$ cat config.mk
export PLATFORM = sky130hd
export DESIGN_NAME = bfp_dot_sequencer_flat
export DESIGN_NICKNAME = d
export VERILOG_FILES = /design/src/rtl/bfp_dot_if.sv /design/src/rtl/bfp_dot_sequencer.sv /design/src/flat_wrapper.sv
export SDC_FILE = /design/constraint.sdc
export NUM_CORES = 2
export LEC_CHECK = 0
export ABC_AREA = 1
export CELL_PAD_IN_SITES_DETAIL_PLACEMENT = 0
export CELL_PAD_IN_SITES_GLOBAL_PLACEMENT = 1
export CORE_ASPECT_RATIO = 0.5
export CORE_UTILIZATION = 32
export DETAILED_ROUTE_END_ITERATION = 10
export DONT_BUFFER_PORTS = 1
export PLACE_DENSITY = 0.64
export SLEW_MARGIN = 20
export SYNTH_ARGS = -nofsm -noshare
export SYNTH_HDL_FRONTEND = slang
export SYNTH_SLANG_ARGS = --single-unit
$ cat constraint.sdc
create_clock -name clk -period 6.1 [get_ports clk]
set_input_delay 1.22 -clock clk [delete_from_list [all_inputs] [get_ports clk]]
set_output_delay 1.22 -clock clk [all_outputs]
set_load 0.02 [all_outputs]
$ cat src/rtl/bfp_dot_if.sv
// bfp_dot_if: operand stream, result stream and control for the BFP dot-product sequencer
interface bfp_dot_if #(
  parameter int SignFrac_size = 11,
  parameter int exp_size      = 5,
  parameter int ACC_W         = 32,
  parameter int CNT_W         = 8
);
  logic                       start;
  logic [CNT_W-1:0]           num_chunks;
  logic                       in_valid;
  logic                       in_ready;
  logic [4*SignFrac_size-1:0] a_vec;
  logic [4*SignFrac_size-1:0] b_vec;
  logic [exp_size-1:0]        a_exp;
  logic [exp_size-1:0]        b_exp;
  logic                       out_valid;
  logic                       out_ready;
  logic [ACC_W-1:0]           out_mant;
  logic [exp_size+1:0]        out_exp;
  logic                       busy;
  modport master (
    output start, num_chunks, in_valid, a_vec, b_vec, a_exp, b_exp, out_ready,
    input  in_ready, out_valid, out_mant, out_exp, busy
  );
  modport slave (
    input  start, num_chunks, in_valid, a_vec, b_vec, a_exp, b_exp, out_ready,
    output in_ready, out_valid, out_mant, out_exp, busy
  );
endinterface

$ cat src/rtl/bfp_dot_sequencer.sv
// bfp_dot_sequencer: runs the 4-lane adder tree over a chunked vector and accumulates one BFP result
module adder_tree #(
  parameter int SignFrac_size = 11
) (
  input  logic [4*SignFrac_size-1:0] i_a,
  input  logic [4*SignFrac_size-1:0] i_b,
  output logic [2*SignFrac_size+1:0] o_sum
);
  localparam int F  = SignFrac_size - 1;
  localparam int PW = 2*F + 4;
  localparam logic [SignFrac_size-1:0] MASK = {1'b0, {F{1'b1}}};
  logic [2*F-1:0] w_prod [4];
  for (genvar i = 0; i < 4; i++) begin : g_lane
    assign w_prod[i] = (i_a[i*SignFrac_size +: SignFrac_size] & MASK)
                     * (i_b[i*SignFrac_size +: SignFrac_size] & MASK);
  end
  assign o_sum = (PW'(w_prod[0]) + PW'(w_prod[1])) + (PW'(w_prod[2]) + PW'(w_prod[3]));
endmodule

module bfp_dot_sequencer #(
  parameter int SignFrac_size = 11,
  parameter int exp_size      = 5,
  parameter int ACC_W         = 32,
  parameter int CNT_W         = 8
) (
  input logic      clk,
  input logic      rst,
  bfp_dot_if.slave bus
);
  localparam int F  = SignFrac_size - 1;
  localparam int PW = 2*F + 4;
  localparam int EW = exp_size + 2;
  typedef enum logic [1:0] {IDLE, RUN, DRAIN, DONE} state_t;
  state_t           r_state, w_next;
  logic [CNT_W-1:0] r_cnt;
  logic [PW-1:0]    w_p, r_p;
  logic [EW-1:0]    w_e, r_e, r_acc_exp, w_base;
  logic [EW:0]      w_diff, w_sh;
  logic [ACC_W-1:0] r_acc, w_pa;
  logic [ACC_W:0]   w_sum;
  logic             r_v, r_first, w_hs, w_up, w_done, w_go;
  adder_tree #(.SignFrac_size(SignFrac_size)) u_tree (.i_a(bus.a_vec), .i_b(bus.b_vec), .o_sum(w_p));
  assign w_e    = {2'b0, bus.a_exp} + {2'b0, bus.b_exp} - EW'(2*F);
  assign w_hs   = bus.in_valid & (r_state == RUN);
  assign w_go   = (r_state == IDLE) & bus.start;
  assign w_done = r_state == DONE;
  // exponents are two's complement; compare via the sign of a one-bit-wider difference
  assign w_diff = {r_e[EW-1], r_e} - {r_acc_exp[EW-1], r_acc_exp};
  assign w_up   = ~w_diff[EW] & |w_diff;
  assign w_sh   = w_up ? w_diff : -w_diff;
  assign w_pa   = ACC_W'(r_p);
  assign w_sum  = r_first ? {1'b0, w_pa}
                : w_up    ? {1'b0, r_acc >> w_sh} + {1'b0, w_pa}
                :           {1'b0, r_acc} + {1'b0, w_pa >> w_sh};
  assign w_base = (r_first | w_up) ? r_e : r_acc_exp;
  always_ff @(posedge clk or posedge rst)
    if (rst) r_state <= IDLE;
    else r_state <= w_next;
  always_comb begin
    w_next = r_state;
    case (r_state)
      IDLE:    w_next = bus.start ? ((bus.num_chunks == '0) ? DONE : RUN) : IDLE;
      RUN:     w_next = (w_hs && r_cnt == CNT_W'(1)) ? DRAIN : RUN;
      DRAIN:   w_next = DONE;
      DONE:    w_next = bus.out_ready ? IDLE : DONE;
      default: w_next = IDLE;
    endcase
  end
  always_ff @(posedge clk or posedge rst)
    if (rst) begin
      r_cnt     <= '0;
      r_p       <= '0;
      r_e       <= '0;
      r_v       <= 1'b0;
      r_first   <= 1'b0;
      r_acc     <= '0;
      r_acc_exp <= '0;
    end else begin
      r_v <= w_hs;
      if (w_hs) begin
        r_p   <= w_p;
        r_e   <= w_e;
        r_cnt <= r_cnt - CNT_W'(1);
      end
      if (w_go) begin
        r_cnt     <= bus.num_chunks;
        r_acc     <= '0;
        r_acc_exp <= '0;
        r_first   <= 1'b1;
      end else if (r_v) begin
        r_acc     <= w_sum[ACC_W] ? w_sum[ACC_W:1] : w_sum[ACC_W-1:0];
        r_acc_exp <= w_base + EW'(w_sum[ACC_W]);
        r_first   <= 1'b0;
      end
    end
  assign bus.in_ready  = r_state == RUN;
  assign bus.out_valid = w_done;
  assign bus.busy      = r_state != IDLE;
  assign bus.out_mant  = w_done ? r_acc : '0;
  assign bus.out_exp   = w_done ? r_acc_exp : '0;
endmodule

$ cat src/flat_wrapper.sv
// flat-port wrapper written by rule: the top's interface ports become plain ports
module bfp_dot_sequencer_flat 
#(
  parameter int SignFrac_size = 11,
  parameter int exp_size      = 5,
  parameter int ACC_W         = 32,
  parameter int CNT_W         = 8
)
  (clk, rst, bus_start, bus_num_chunks, bus_in_valid, bus_a_vec, bus_b_vec, bus_a_exp, bus_b_exp, bus_out_ready, bus_in_ready, bus_out_valid, bus_out_mant, bus_out_exp, bus_busy);
  bfp_dot_if #(.SignFrac_size(SignFrac_size), .exp_size(exp_size), .ACC_W(ACC_W), .CNT_W(CNT_W)) bus_i ();
  input logic clk;
  input logic rst;
  input wire logic [$bits(bus_i.start)-1:0] bus_start;
  input wire logic [$bits(bus_i.num_chunks)-1:0] bus_num_chunks;
  input wire logic [$bits(bus_i.in_valid)-1:0] bus_in_valid;
  input wire logic [$bits(bus_i.a_vec)-1:0] bus_a_vec;
  input wire logic [$bits(bus_i.b_vec)-1:0] bus_b_vec;
  input wire logic [$bits(bus_i.a_exp)-1:0] bus_a_exp;
  input wire logic [$bits(bus_i.b_exp)-1:0] bus_b_exp;
  input wire logic [$bits(bus_i.out_ready)-1:0] bus_out_ready;
  output wire logic [$bits(bus_i.in_ready)-1:0] bus_in_ready;
  output wire logic [$bits(bus_i.out_valid)-1:0] bus_out_valid;
  output wire logic [$bits(bus_i.out_mant)-1:0] bus_out_mant;
  output wire logic [$bits(bus_i.out_exp)-1:0] bus_out_exp;
  output wire logic [$bits(bus_i.busy)-1:0] bus_busy;
  assign bus_i.start = bus_start;
  assign bus_i.num_chunks = bus_num_chunks;
  assign bus_i.in_valid = bus_in_valid;
  assign bus_i.a_vec = bus_a_vec;
  assign bus_i.b_vec = bus_b_vec;
  assign bus_i.a_exp = bus_a_exp;
  assign bus_i.b_exp = bus_b_exp;
  assign bus_i.out_ready = bus_out_ready;
  assign bus_in_ready = bus_i.in_ready;
  assign bus_out_valid = bus_i.out_valid;
  assign bus_out_mant = bus_i.out_mant;
  assign bus_out_exp = bus_i.out_exp;
  assign bus_busy = bus_i.busy;
  bfp_dot_sequencer #(.SignFrac_size(SignFrac_size), .exp_size(exp_size), .ACC_W(ACC_W), .CNT_W(CNT_W)) u_core (.clk(clk), .rst(rst), .bus(bus_i));
endmodule
### Word-level counts from Yosys, hierarchy flattened

Index checks and enable logic that the tools add are counted.

| storage, ports and cells | value |
|---|---|
| register bits after elaboration | 82 |
| output and inout port bits | 42 |
| logic and storage cells | 61 |
| input port bits | 111 |

| cells by class | value |
|---|---|
| reduce and logical (&&, ||, !) cells | 7 |
| shift operators | 2 |
| eq/ne operators | 4 |
| multipliers | 4 |
| bitwise gates (word level) | 5 |
| $add $sub $neg | 11 |
| muxes and demuxes | 20 |

Operators with widths:

| cell | number |
|---|---|
| two-way mux 32 bit | 4 |
| multiplier 10 x 10 -> 20 bit | 4 |
| two-way mux 33 bit | 2 |
| adder 20 x 20 -> 21 bit | 2 |
| adder 32 x 24 -> 33 bit | 1 |
| adder 32 x 32 -> 33 bit | 1 |
| >> shifter 24 x 8 -> 32 bit | 1 |
| >> shifter 32 x 8 -> 32 bit | 1 |
| two-way mux 7 bit | 4 |
| two-way mux 8 bit | 3 |
| adder 21 x 21 -> 22 bit | 1 |
| == test 8 x 1 -> 1 bit (second input constant) | 1 |
| zero test 8 bit | 1 |
| two-way mux 2 bit | 4 |
| negation 8 bit | 1 |
| case mux 2 bit (4 select lines) | 1 |
| OR reduction 8 bit | 1 |
| subtractor 7 x 7 -> 8 bit | 1 |
| subtractor 8 x 1 -> 8 bit (second input constant) | 1 |
| adder 7 x 1 -> 7 bit | 1 |
| subtractor 7 x 5 -> 7 bit (second input constant) | 1 |
| adder 5 x 5 -> 6 bit | 1 |
| nonzero test 2 bit | 3 |
| == test 2 bit (second input constant) | 2 |
| 7 further kinds | 10 |

### Depth between registers and ports, before layout

| logic depth | value |
|---|---|
| depth after elaboration | 11 |
| depth in mapped cells | 54 |
| gate-level depth less buffers | 50 |

### Hierarchy

A second synthesis with hierarchy kept.

| unflattened totals | value |
|---|---|
| cells, all modules | 3723 |
| area, all modules | 25345.6 um^2 |

Modules (own cells, without submodules):

| module | sequential area each (um^2) | times used | area an instance (um^2) | cells each |
|---|---|---|---|---|
| adder_tree | 0.0 | 1 | 14530.2 | 1886 |
| bfp_dot_sequencer | 2052.0 | 1 | 10815.4 | 1837 |

### Worst setup path before layout

No wires, ideal clock.

| timing path | value |
|---|---|
| path type | input port to flip-flop |
| from | in bus_b_vec[22] |
| to | reg u_core.r_p[19] |
| path buffers | 1 |
| stages | 31 |
| data required time | 5.968 ns |
| path slack | -1.602 ns |
| arrival | 7.571 ns |
| setup time | 0.132 ns |
| path through | clkbuf_1 nand2_1 fa_1 inv_1 fa_1 inv_1 fa_1 inv_1 fa_1 inv_1 fa_1 fa_1 fa_1 inv_1 fa_1 ha_1 a21oi_1 o21ai_0 nand2_1 o211ai_1 a31oi_1 o21ai_0 a21oi_1 nor2_1 nor2_1 nor2_1 nor2_1 o21bai_1 or2_2 nand3_1 o21ai_0 |

| on the way | value |
|---|---|
| word-level cells in the longest chain between the ends | 3 |

RTL lines:

| what | line | text |
|---|---|---|
| start, declared | flat_wrapper.sv:17 | `input wire logic [$bits(bus_i.b_vec)-1:0] bus_b_vec;` |
| multiplier 10 x 10 -> 20 bit | bfp_dot_sequencer.sv:15 | `* (i_b[i*SignFrac_size +: SignFrac_size] & MASK);` |
| adder 20 x 20 -> 21 bit | bfp_dot_sequencer.sv:17 | `assign o_sum = (PW'(w_prod[0]) + PW'(w_prod[1])) + (PW'(w_prod[2]) + PW'(w_prod[3]));` |
| adder 21 x 21 -> 22 bit | bfp_dot_sequencer.sv:17 |  |
| end signal, assigned | bfp_dot_sequencer.sv:81 | `r_p <= w_p;` |
| end, declared | bfp_dot_sequencer.sv:36 | `logic [PW-1:0] w_p, r_p;` |

Every way passes these cells.
A chain may end at the register's enable or synchronous reset.

### Final worst setup path

| timing path | value |
|---|---|
| from | in bus_b_vec[34] |
| to | reg u_core.r_p[19] |

Same word-level chain as after synthesis.

==> impl_metrics.toml <==
[synthesis]
synth_common_cells = "nand2_1, inv_1, fa_1"
netlist_top_cells_area = "fa_1, nand2_1, inv_1"
synthesis.area_um2 = 24000
syn_inst = 3372
yosys_warnings = 0
ys_types = 61
yosysTopAreaCellShare_pct = 30.3
synth_area_leader_cell = "fa_1"
synth_flop_cell = "dfrtp_1"
async_flop_share_pct = 100
synth.yosys.seq_area_share_pct = 8.33
ys_seq_elements = 80
yosysMostFrequentCell = "nand2_1"
syn_nets = 4072
synth_area_per_cell_um2 = 7.12
synth-edff-count = 0

[worst_setup_path]
crit_path_max_incr_delay_ps = 540
crit_required_ps = 6370
r2r_setup_slack_ps = -520
startpoint_type = "input port"
rr_startpoint = "u_core.r_acc_exp[0]$_DFFE_PP0P_"
path_buf_inv = 5
path_delay_family = "adder cells"
cp_max_fo = 10
r2r_end = "u_core.r_acc[5]$_DFFE_PP0P_"
critPathLaunch = "bus_b_vec[34]"
criticalPathCategory = "input port to register"
cp_slowest_cell = "fa_1"
arrival_ps = 7350
crit_top_cell = "fa_1"
end_kind = "register"
rr_worst_depth = 51

[floorplanning]
initial_core_util_pct = 32.6
die_area_um2 = 76200
die_x_um = 389
die_height_um = 196
coreArea_um2 = 73700
row_count = 70
ios = 153

[cells_and_area]
area_growth_syn_to_layout_pct = 30.3
multi_input_area_um2 = 20300
fillers = 7645
final_net_count = 4463
regArea_um2 = 2000
layout.cells.non_filler = 4776
drive_above_1_share_pct = 24.8

[drt]
viasPerCell = 4.74
dr.pass1.iters = 5
wire_per_inst_um = 17.5
routed_wl_mm = 83.7
drtIter0Drc = 1538
drcViolationCount = 0
ant_nets = 0
vias = 22600

[timing]
finalWorstSetupSlack_ps = -988
drv_slew = 0
hold_viol = 0
worst_pin_slew_ps = 1050
slew_headroom_pct = 29.6
max_freq_ghz = 0.141
post-route-min-period_ps = 7090
fin_skew_ps = 14.9
rsz0062_at_grt = "true"
finalSetupViolations = 53
post-route-period-util_pct = 116

[placement]
io_buffer_count = 0
dp.cells = 4634
gp_congestion = 0.947
dpl_worst_slack_ps = -1490
dp_hpwl_mm = 68.8

[outcome]
violations = "setup timing"
outcome = "complete, but fails checks"

[min_path]
hold_start = "u_core.r_v$_DFF_PP0_"
hold_end = "u_core.r_first$_DFFE_PP0P_"
hold_depth = 1
hold_path_class = "register to register"

[clocking]
cts_buffers = 9
ctsHoldBuffers = 0
cts_tree = "built"
clock_sinks = 80
htree_levels = 3
cts_root_buf = "clkbuf_16"
insertion_delay_ps = 390
cts.clk_slew.worst_paths_ps = 70
clock_path_buffers = 2

[global_routing]
grt_max_degree = 60
grt_pass1_vias = 23600
antenna_found_initial = 1
grt_pass1_wl_mm = 132
grt_usage_pct = 22.4
overflow = 0

[flow_run]
cap_viol_max_count = 0
[how the worst max path moves through the flow]
stage / to / cells after the start
final: u_core.r_p[19]$_DFFE_PP0P_ / 30
after global routing: u_core.r_p[19]$_DFFE_PP0P_ / 30
after CTS: u_core.r_p[19]$_DFFE_PP0P_ / 30
after detailed placement: u_core.r_p[19]$_DFFE_PP0P_ / 28
after global placement: u_core.r_p[19]$_DFFE_PP0P_ / 30
after floorplan: u_core.r_p[19]$_DFFE_PP0P_ / 31
[repair_timing]
| action | 4_1_cts | 5_1_grt |
|---|---|---|
| gates cloned | 8 | 2 |
| gates resized for setup | 337 | 142 |
| buffers inserted | 100 | 45 |
| setup endpoints to repair | 54 | 56 |
| pin swaps | 141 | 99 |
[cell families (layout without fill, tap and decap cells)]
logic type	after synthesis	after routing	share of synthesized area, %
AO/OA/AOI/OAI	431	431	10.0
XOR/XNOR	48	48	1.94
adder cells (fa/ha/maj)	589	589	42.0
other	0	1	0
flip-flops	80	80	8.33
buffers and inverters	956	1351	15.3
AND/OR/NAND/NOR	1238	1238	21.2
multiplexers	30	30	1.25
[sequential cells by signal (all words and copies together) (netlist names)]
register and flops:
u_core.r_acc 32, u_core.r_acc_exp 7, u_core.r_cnt 8, u_core.r_e 7, u_core.r_first 1, u_core.r_p 22
u_core.r_state 2, u_core.r_v 1
[layout by cell type (no fill, tap or decap), types with 74 or more instances in the layout]
| cell | synthesis | routed |
|---|---|---|
| inv_1 | 783 | 757 |
| nand2_1 | 839 | 756 |
| buf_4 | 3 | 482 |
| fa_1 | 363 | 348 |
| ha_1 | 226 | 203 |
| nor2_1 | 171 | 150 |
| o21ai_0 | 203 | 120 |
| nand3_1 | 149 | 114 |
| dfrtp_1 | 80 | 80 |
| a21oi_1 | 102 | 74 |
[metal layers]
metal / vias up / part of all wire (%) / global-route usage, %
met3: 64 / 3.6 / 2.45
met4: 0 / 1.7 / 4.62
met2: 400 / 50 / 39.7
met1: 11100 / 45 / 29.4
li1: 11000 / - / -
met5: - / 0 / 0
[worst reg2reg max path, delay by kind of cell (launching register included)]
| family | cells | cell delay [ps] |
|---|---|---|
| fa+ha+maj | 5 | 1470 |
| buf+inv | 14 | 1280 |
| simple gates | 20 | 1860 |
| flops | 1 | 390 |
| compound gates | 12 | 1490 |
[per-stage QoR]
| stage | setup TNS [ps] | hold slack (ps) | utilization, % | cell area, µm² |
|---|---|---|---|---|
| detailed placement | -54600 | 495 | 38.3 | 28200 |
| floorplan | -9530 | 447 | - | 25000 |
| global placement | -52530 | 463 | 38.3 | 28200 |
| global route | -40840 | 536 | 42.5 | 31300 |
| CTS | -20130 | 513 | 41.5 | 30600 |
| finish | -25030 | 506 | 42.5 | 31300 |
[layout make-up]
cell class                      instances  share of cell area, %
Antenna cell                            1                0.00799
Clock buffer                            9                  0.719
Clock inverter                          6                  0.216
Inverter                              798                   9.71
Multi-Input combinational cell       2336                   64.7
Sequential cell                        80                   6.39
Tap cell                             1008                   4.03
Timing Repair Buffer                  538                   14.2
Power is left out: the tool's default activity adds up to more than one toggle a clock period on the data nets, which glitch-free logic cannot reach.
